--- src/rtl/astropix_pkg.sv ---
// Shared AstroPix readout definitions.
//   IDLE_BYTE_C    : idle byte in transmit alignment
//   unpack_state_t : readout unpacker FSM states
//   realign_byte   : stored (rotated) byte -> transmit-aligned byte
package astropix_pkg;

    localparam logic [7:0] IDLE_BYTE_C = 8'hBC;

    typedef enum logic [1:0] {
        WAIT  = 2'd0,
        POP   = 2'd1,
        LATCH = 2'd2,
        SCAN  = 2'd3
    } unpack_state_t;

    // The readout stores each byte rotated right by two: s = {o[1:0], o[7:2]}.
    function automatic logic [7:0] realign_byte(input logic [7:0] s);
        return {s[5:0], s[7:6]};
    endfunction

endpackage

--- src/rtl/spi_readout_unpacker.sv ---
// SPI readout unpacker: pops 64-bit words from the readout FIFO, realigns
// each byte (byte 7 first), drops idle bytes and streams hit bytes out with
// a frame-end marker on the last byte before an idle byte or a flush.
//
// Ports:
//   clock, reset    : block clock, synchronous active-high reset
//   fifo_data       : FIFO read data, valid the cycle after fifo_rd_en
//   fifo_empty      : FIFO empty
//   fifo_rd_en      : single-cycle pop strobe
//   flush           : one-cycle pulse, closes the open frame
//   out_data/out_valid/out_ready/out_last : byte stream
//   idle_count      : saturating count of consumed idle bytes
//
// Optional build macro: SPI_UNPACK_IDLE_CNT_EN enables the idle counter;
// otherwise idle_count is tied to zero.
module spi_readout_unpacker
    import astropix_pkg::*;
#(
    parameter logic [7:0] IDLE_BYTE = IDLE_BYTE_C
) (
    input  logic        clock,
    input  logic        reset,
    input  logic [63:0] fifo_data,
    input  logic        fifo_empty,
    output logic        fifo_rd_en,
    input  logic        flush,
    output logic [7:0]  out_data,
    output logic        out_valid,
    input  logic        out_ready,
    output logic        out_last,
    output logic [15:0] idle_count
);

    unpack_state_t state, state_next;

    logic [63:0] word_q;
    logic [2:0]  index_q;
    logic        pend_valid;
    logic [7:0]  pend_byte;
    logic        flush_q;

    logic [7:0]  scan_byte;
    logic        byte_is_idle;
    logic        slot_free;
    logic        scan_emit_need;
    logic        scan_emit;
    logic        scan_adv;
    logic        flush_any;
    logic        flush_fire;

    assign scan_byte = realign_byte(word_q[{index_q, 3'b000} +: 8]);

    always_comb begin
        state_next     = state;
        fifo_rd_en     = 1'b0;
        slot_free      = !out_valid || out_ready;
        byte_is_idle   = (scan_byte == IDLE_BYTE);
        // With the hold register full every scanned byte forces an emit.
        scan_emit_need = (state == SCAN) && pend_valid;
        scan_emit      = scan_emit_need && slot_free;
        scan_adv       = (state == SCAN) && (!pend_valid || slot_free);
        flush_any      = flush || flush_q;
        // Flush yields to a scan emit; it waits in flush_q until serviced.
        flush_fire     = flush_any && pend_valid && slot_free && !scan_emit_need;

        case (state)
            WAIT: begin
                if (!fifo_empty) state_next = POP;
            end
            POP: begin
                if (!fifo_empty) begin
                    fifo_rd_en = 1'b1;
                    state_next = LATCH;
                end else begin
                    state_next = WAIT;
                end
            end
            LATCH: begin
                state_next = SCAN;
            end
            SCAN: begin
                if (scan_adv && (index_q == 3'd0)) state_next = WAIT;
            end
            default: state_next = WAIT;
        endcase
    end

    always_ff @(posedge clock) begin
        if (reset) state <= WAIT;
        else       state <= state_next;
    end

    always_ff @(posedge clock) begin
        if (reset) begin
            word_q     <= '0;
            index_q    <= '0;
            pend_valid <= 1'b0;
            pend_byte  <= '0;
            flush_q    <= 1'b0;
            out_valid  <= 1'b0;
            out_data   <= '0;
            out_last   <= 1'b0;
        end else begin
            if (state == LATCH) begin
                word_q  <= fifo_data;
                index_q <= 3'd7;
            end else if (scan_adv) begin
                index_q <= index_q - 3'd1;
            end

            if (scan_emit) begin
                out_valid <= 1'b1;
                out_data  <= pend_byte;
                out_last  <= byte_is_idle;
            end else if (flush_fire) begin
                out_valid <= 1'b1;
                out_data  <= pend_byte;
                out_last  <= 1'b1;
            end else if (out_ready) begin
                out_valid <= 1'b0;
            end

            if (scan_adv) begin
                if (byte_is_idle) begin
                    pend_valid <= 1'b0;
                end else begin
                    pend_valid <= 1'b1;
                    pend_byte  <= scan_byte;
                end
            end else if (flush_fire) begin
                pend_valid <= 1'b0;
            end

            // A flush seen with an empty hold register is discarded.
            flush_q <= flush_any && pend_valid && !flush_fire;
        end
    end

`ifdef SPI_UNPACK_IDLE_CNT_EN
    logic [15:0] idle_cnt_q;

    always_ff @(posedge clock) begin
        if (reset) begin
            idle_cnt_q <= '0;
        end else if (scan_adv && byte_is_idle && (idle_cnt_q != '1)) begin
            idle_cnt_q <= idle_cnt_q + 16'd1;
        end
    end

    assign idle_count = idle_cnt_q;
`else
    assign idle_count = '0;
`endif

endmodule
--- config.mk ---
export PLATFORM = sky130hd
export DESIGN_NAME = spi_readout_unpacker
export DESIGN_NICKNAME = d
export VERILOG_FILES = /design/src/rtl/astropix_pkg.sv /design/src/rtl/spi_readout_unpacker.sv
export SDC_FILE = /design/constraint.sdc
export NUM_CORES = 1
export LEC_CHECK = 0
export CAP_MARGIN = 20
export CORE_AREA = 3 3 81 83
export CTS_CLUSTER_DIAMETER = 50
export CTS_CLUSTER_SIZE = 20
export DETAILED_ROUTE_END_ITERATION = 12
export DIE_AREA = 0 0 84 86
export DONT_BUFFER_PORTS = 1
export HOLD_SLACK_MARGIN = 0.08
export MAX_ROUTING_LAYER = met4
export PLACE_DENSITY = 0.8
export SYNTH_ARGS = -nofsm -noshare
export SYNTH_HDL_FRONTEND = slang
export SYNTH_SLANG_ARGS = --single-unit
--- constraint.sdc ---
create_clock -name clock -period 5.65 [get_ports clock]
set_input_delay 1.4125 -clock clock [delete_from_list [all_inputs] [get_ports clock]]
set_output_delay 1.4125 -clock clock [all_outputs]
set_load 0.05 [all_outputs]
# Yosys cells after proc, flatten, opt, wreduce, memory -nomap -nowiden
# Cells that the tools add are included.
word_totals:
  ff_bits: 89
  word_cells: 59
  inputBits: 69
  output_inout_bits: 27
op_classes:
  n_mux: 18
  add_sub_neg: 1
  n_bitwise: 1
  shifts: 1
  reduce_logical: 23
  eq_ne: 6
ops:
  columns: ["cell", "n"]
  rows:
  - ["variable part select 64 x 7 -> 8 bit", 1]
  - ["2-to-1 mux 8 bit", 2]
  - ["2-to-1 mux 1 bit", 10]
  - ["equality test 8 bit (second input constant)", 1]
  - ["logical AND 1 bit", 8]
  - ["case mux 2 bit (4 select lines)", 1]
  - ["2-to-1 mux 2 bit", 3]
  - ["2-to-1 mux 3 bit", 2]
  - ["nonzero test 2 bit", 3]
  - ["equality test 2 bit (second input constant)", 2]
  - ["logical NOT 1 bit", 4]
  - ["AND reduction 2 bit", 2]
  - ["logical NOT 3 bit", 1]
  - ["logical OR 1 bit", 3]
  - ["nonzero test 3 bit", 1]
  - ["subtractor 3 x 1 -> 3 bit (second input constant)", 1]
  - ["equality test 2 x 1 -> 1 bit (second input constant)", 1]
  - ["logical NOT 2 bit", 1]
  - ["!= test 2 x 1 -> 1 bit (second input constant)", 1]
  - ["!= test 2 bit (second input constant)", 1]
  - ["NOT 1 bit", 1]

# Logic depth before layout (Yosys ltp)
logic_depth:
  ltp_word: 7
  ltp_mapped: 7
  ltp_nobuf: 5

# Worst setup path before layout
# OpenSTA, ideal clock, no wires.
synth_timing:
  path_kind: "input to output"
  start: "input fifo_empty"
  end: "output fifo_rd_en"
  cell_stages: 2
  slack_ps: 2059
  arrival_ps: 2178
  required_time_ps: 4238
  n_path_buf: 0
  path_cell_list: "or3b_2 -> inv_1"
synth_via:
  elab_chain_cells: 2
synth_rtl:
  columns: ["item", "line", "source"]
  rows:
  - ["from (decl)", "spi_readout_unpacker.sv:24", "input logic fifo_empty,"]
  - ["2-to-1 mux 1 bit", "spi_readout_unpacker.sv:71", "if (!fifo_empty) begin"]
  - ["2-to-1 mux 1 bit", "spi_readout_unpacker.sv:66", "case (state)"]
  - ["to (decl)", "spi_readout_unpacker.sv:25", "output logic fifo_rd_en,"]
# No other way between the ends.

# Worst setup path in the final report
# Same ends and word-level chain as after synthesis.

==> impl_metrics.csv <==
group,metric,value,unit
status,status,"finished clean",
cts,cts_tree,"yes",
drt,wl_per_cell,15.2,um
placement,preCtsSetupSlack,2040,ps
power_and_ir_drop,internal_power,951,uW
setup_path,r2r-start,"index_q[0]",
setup_path,reg2reg_slack,2750,ps
timing,rsz0062_at_grt,"no",
global_routing,antenna_found_initial,0,
logic_synthesis,synth_top_area_share,46.5,%
cts,clock_path_buffers,2,
power_and_ir_drop,p_comb_share,7.3,%
placement,detailed_place_hpwl,5110,um
setup_path,cp.required,4240,ps
cts,clock_sinks,89,
cts,clkSlewWorstSetupHoldPaths,80,ps
finish,multi_input_area,1840,sq um
cts,cts_resized,0,
global_routing,grt_start_max_net_pins,90,
setup_path,end_kind,"output pin",
global_routing,grt-ovfl-total,0,
setup_path,cp.arrival,2200,ps
floorplan,ios,96,
drt,initialDrtViolationCount,144,
global_routing,grt_use_total,21.6,%
global_routing,grt_first_pass_wirelength,11900,um
timing,worst-slew-pin-transition,995,ps
finish,regArea,1780,sq um
power_and_ir_drop,leakage,1.45,nW
finish,fin_nets,482,
timing,finalSetupTns,0,ps
setup_path,critPathLaunchType,"input port",
finish,fill_cells,502,
setup_path,cp_slowest_cell,"or3b_2",
timing,hold_viol,0,
setup_path,path_buf_inv,1,
cts,cts_root_buf,"clkbuf_8",
drt,ant_nets,0,
timing,fin_crit_sh,63.9,%
power_and_ir_drop,swShare,23.3,%
floorplan,die_h,86,um
finish,area_growth,4.34,%
timing,clock_skew,10.8,ps
finish,final_cell_count_no_fill,491,
logic_synthesis,synth_cells,430,
floorplan,placementRows,28,
floorplan,die_w,84,um
placement,dp.cells,474,
drt,drc,0,
min_path,hp-class,"flop to flop",
cts,postCtsSetupRepairBufs,0,
drt,routed_wl,7460,um
timing,fin_hold_ws,453,ps
logic_synthesis,synth_warnings,0,
logic_synthesis,yosys-top-cells-area,"dfxtp_1, nand2_1, mux4_1",
power_and_ir_drop,vdd_drop_max,0.205,mV
flow_run,drv_cap,0,
setup_path,path_cells,"or3b_2 > inv_1",
logic_synthesis,yosys.area.top_type,"dfxtp_1",
drt,vias_per_cell,5.71,
timing,slew_headroom,33.6,%
power_and_ir_drop,p_switching,290,uW
timing,min_period,3610,ps
setup_path,crit_start,"fifo_empty",
power_and_ir_drop,power_frac_seq,53.5,%
placement,portBuffers,0,
cts,clk_latency,350,ps
timing,setup_ws,2040,ps
logic_synthesis,ys_ff_latch,89,
timing,setup_viol,0,
placement,gp_congestion,0.809,
global_routing,grt_pass1_vias,2590,
setup_path,criticalPathCategory,"input port to output pin",
logic_synthesis,postSynthAreaPerCell,8.92,sq um
logic_synthesis,synth_cell_types,35,
power_and_ir_drop,power_density,310,nW/um^2
drt,firstDrtPassIters,4,
power_and_ir_drop,p_clk_share,39.2,%
timing,slew_violations,0,
finish,drive_above_1_share,6.01,%
floorplan,fp.coreArea,5920,sq um
setup_path,worstPathMaxFanout,2,
cts,numCtsBuffers,9,
timing,max_freq,0.277,GHz
logic_synthesis,seq_area_frac_synth,46.5,%
min_path,hold_path_startpoint,"word_q[4]",
logic_synthesis,mappedNetlistArea,3830,sq um
cts,cts_max_level,3,
finish,diodes,0,
setup_path,slowest_delay,440,ps
drt,num_vias,2803,
floorplan,start_util,64.8,%
cts,cts_hold_buf,0,
floorplan,dieArea,7220,sq um
setup_path,cp_top_family,"simple AND/OR/NAND/NOR gates",
==> power groups by stage <==
stage          registers, mW  logic (mW)  clock network (mW)
3_5_place_dp           0.679      0.0889                   0
6_report               0.664      0.0902               0.487
5_1_grt                0.667      0.0984               0.527
4_1_cts                0.664      0.0891               0.496
3_3_place_gp           0.678      0.0848                   0
2_1_floorplan          0.666       0.105                   0
==> flip-flops by register name, summed over array words and instances (netlist names), named ones only <==
register and cells:
pend_byte 8, pend_valid 1, index_q 3, out_valid 1, flush_q 1, out_last 1
word_q 64, state 1, out_data 8
==> layout make-up <==
class	count	share of cell area, %
Clock buffer	12	3.88
Clock inverter	4	1.88
Inverter	5	0.469
Multi-Input combinational cell	304	45.9
Sequential cell	89	44.5
Tap cell	75	2.35
Timing Repair Buffer	2	1.00
==> path summary, 6_finish.rpt <==
kind,endpoint,depth (start not counted)
worst max-delay path,fifo_rd_en,2
worst min register to register,word_q[4],2
worst min-delay path,word_q[4],2
worst max register to register,pend_valid,5
==> synth_stat cells <==
cell	number
a2111oi_0	1
a21oi_1	78
a221oi_1	1
a311oi_1	3
and4bb_2	1
buf_1	3
buf_12	1
buf_2	3
buf_4	16
buf_6	1
clkbuf_1	23
conb_1	1
dfxtp_1	89
ha_1	2
inv_1	5
mux2i_1	16
mux4_1	15
mux4_2	1
nand2_1	133
nand2_2	1
nand2b_1	2
nand3_1	2
nand3b_1	1
nand4b_1	1
nor2_1	15
nor2b_1	2
nor3_1	1
nor4b_2	1
o21a_1	5
o21ai_0	1
o21ba_1	1
or2_2	1
or3b_2	1
xnor2_1	1
xor2_1	1
==> placed cells by master (no fill, tap or decap), drive strengths merged, types with 2 or more instances in the layout <==
cell type,Yosys,layout
dfxtp,89,89
nor2b,2,2
buf,24,2
a21oi,78,78
conb,1,16
a311oi,3,3
nor2,15,15
nand2b,2,2
inv,5,5
bufinv,0,2
mux4,16,16
nand3,2,2
clkinvlp,0,2
nand2,134,134
clkbuf,23,12
mux2i,16,16
ha,2,2
o21a,5,5
==> through the flow <==
stage | area (sq um) | power [mW] | utilization (%)
global route | 4000 | 1.29 | 67.6
floorplan | 3890 | 0.772 | -
CTS | 3980 | 1.25 | 67.2
global placement | 3730 | 0.763 | 63.0
detailed placement | 3750 | 0.768 | 63.4
finish | 4000 | 1.24 | 67.6
==> worst min-delay path, cell delays in order (launching register included) <==
cell     delay (ps)
dfxtp_1         310
nand2_1          50
a21oi_1          50
==> metal layers <==
metal,GRT usage [%],vias up,wire length (um)
met5,-,-,0
met1,26.1,1326,3190
met4,7.60,0,103
li1,-,1387,-
met2,35.4,81,3770
met3,5.67,9,396
==> logic make-up (layout without fill, tap and decap cells) <==
family                   after synthesis  after routing  synth area share [%]
buffers and inverters                 52             23                  7.37
adder cells (fa/ha/maj)                2              2                 0.652
AO/OA/AOI/OAI                         90             90                  12.7
other                                  1             16                0.0978
flip-flops                            89             89                  46.5
XOR/XNOR                               2              2                 0.457
AND/OR/NAND/NOR                      162            162                  17.2
multiplexers                          32             32                  15.0
Power figures use the tool's default switching activity.
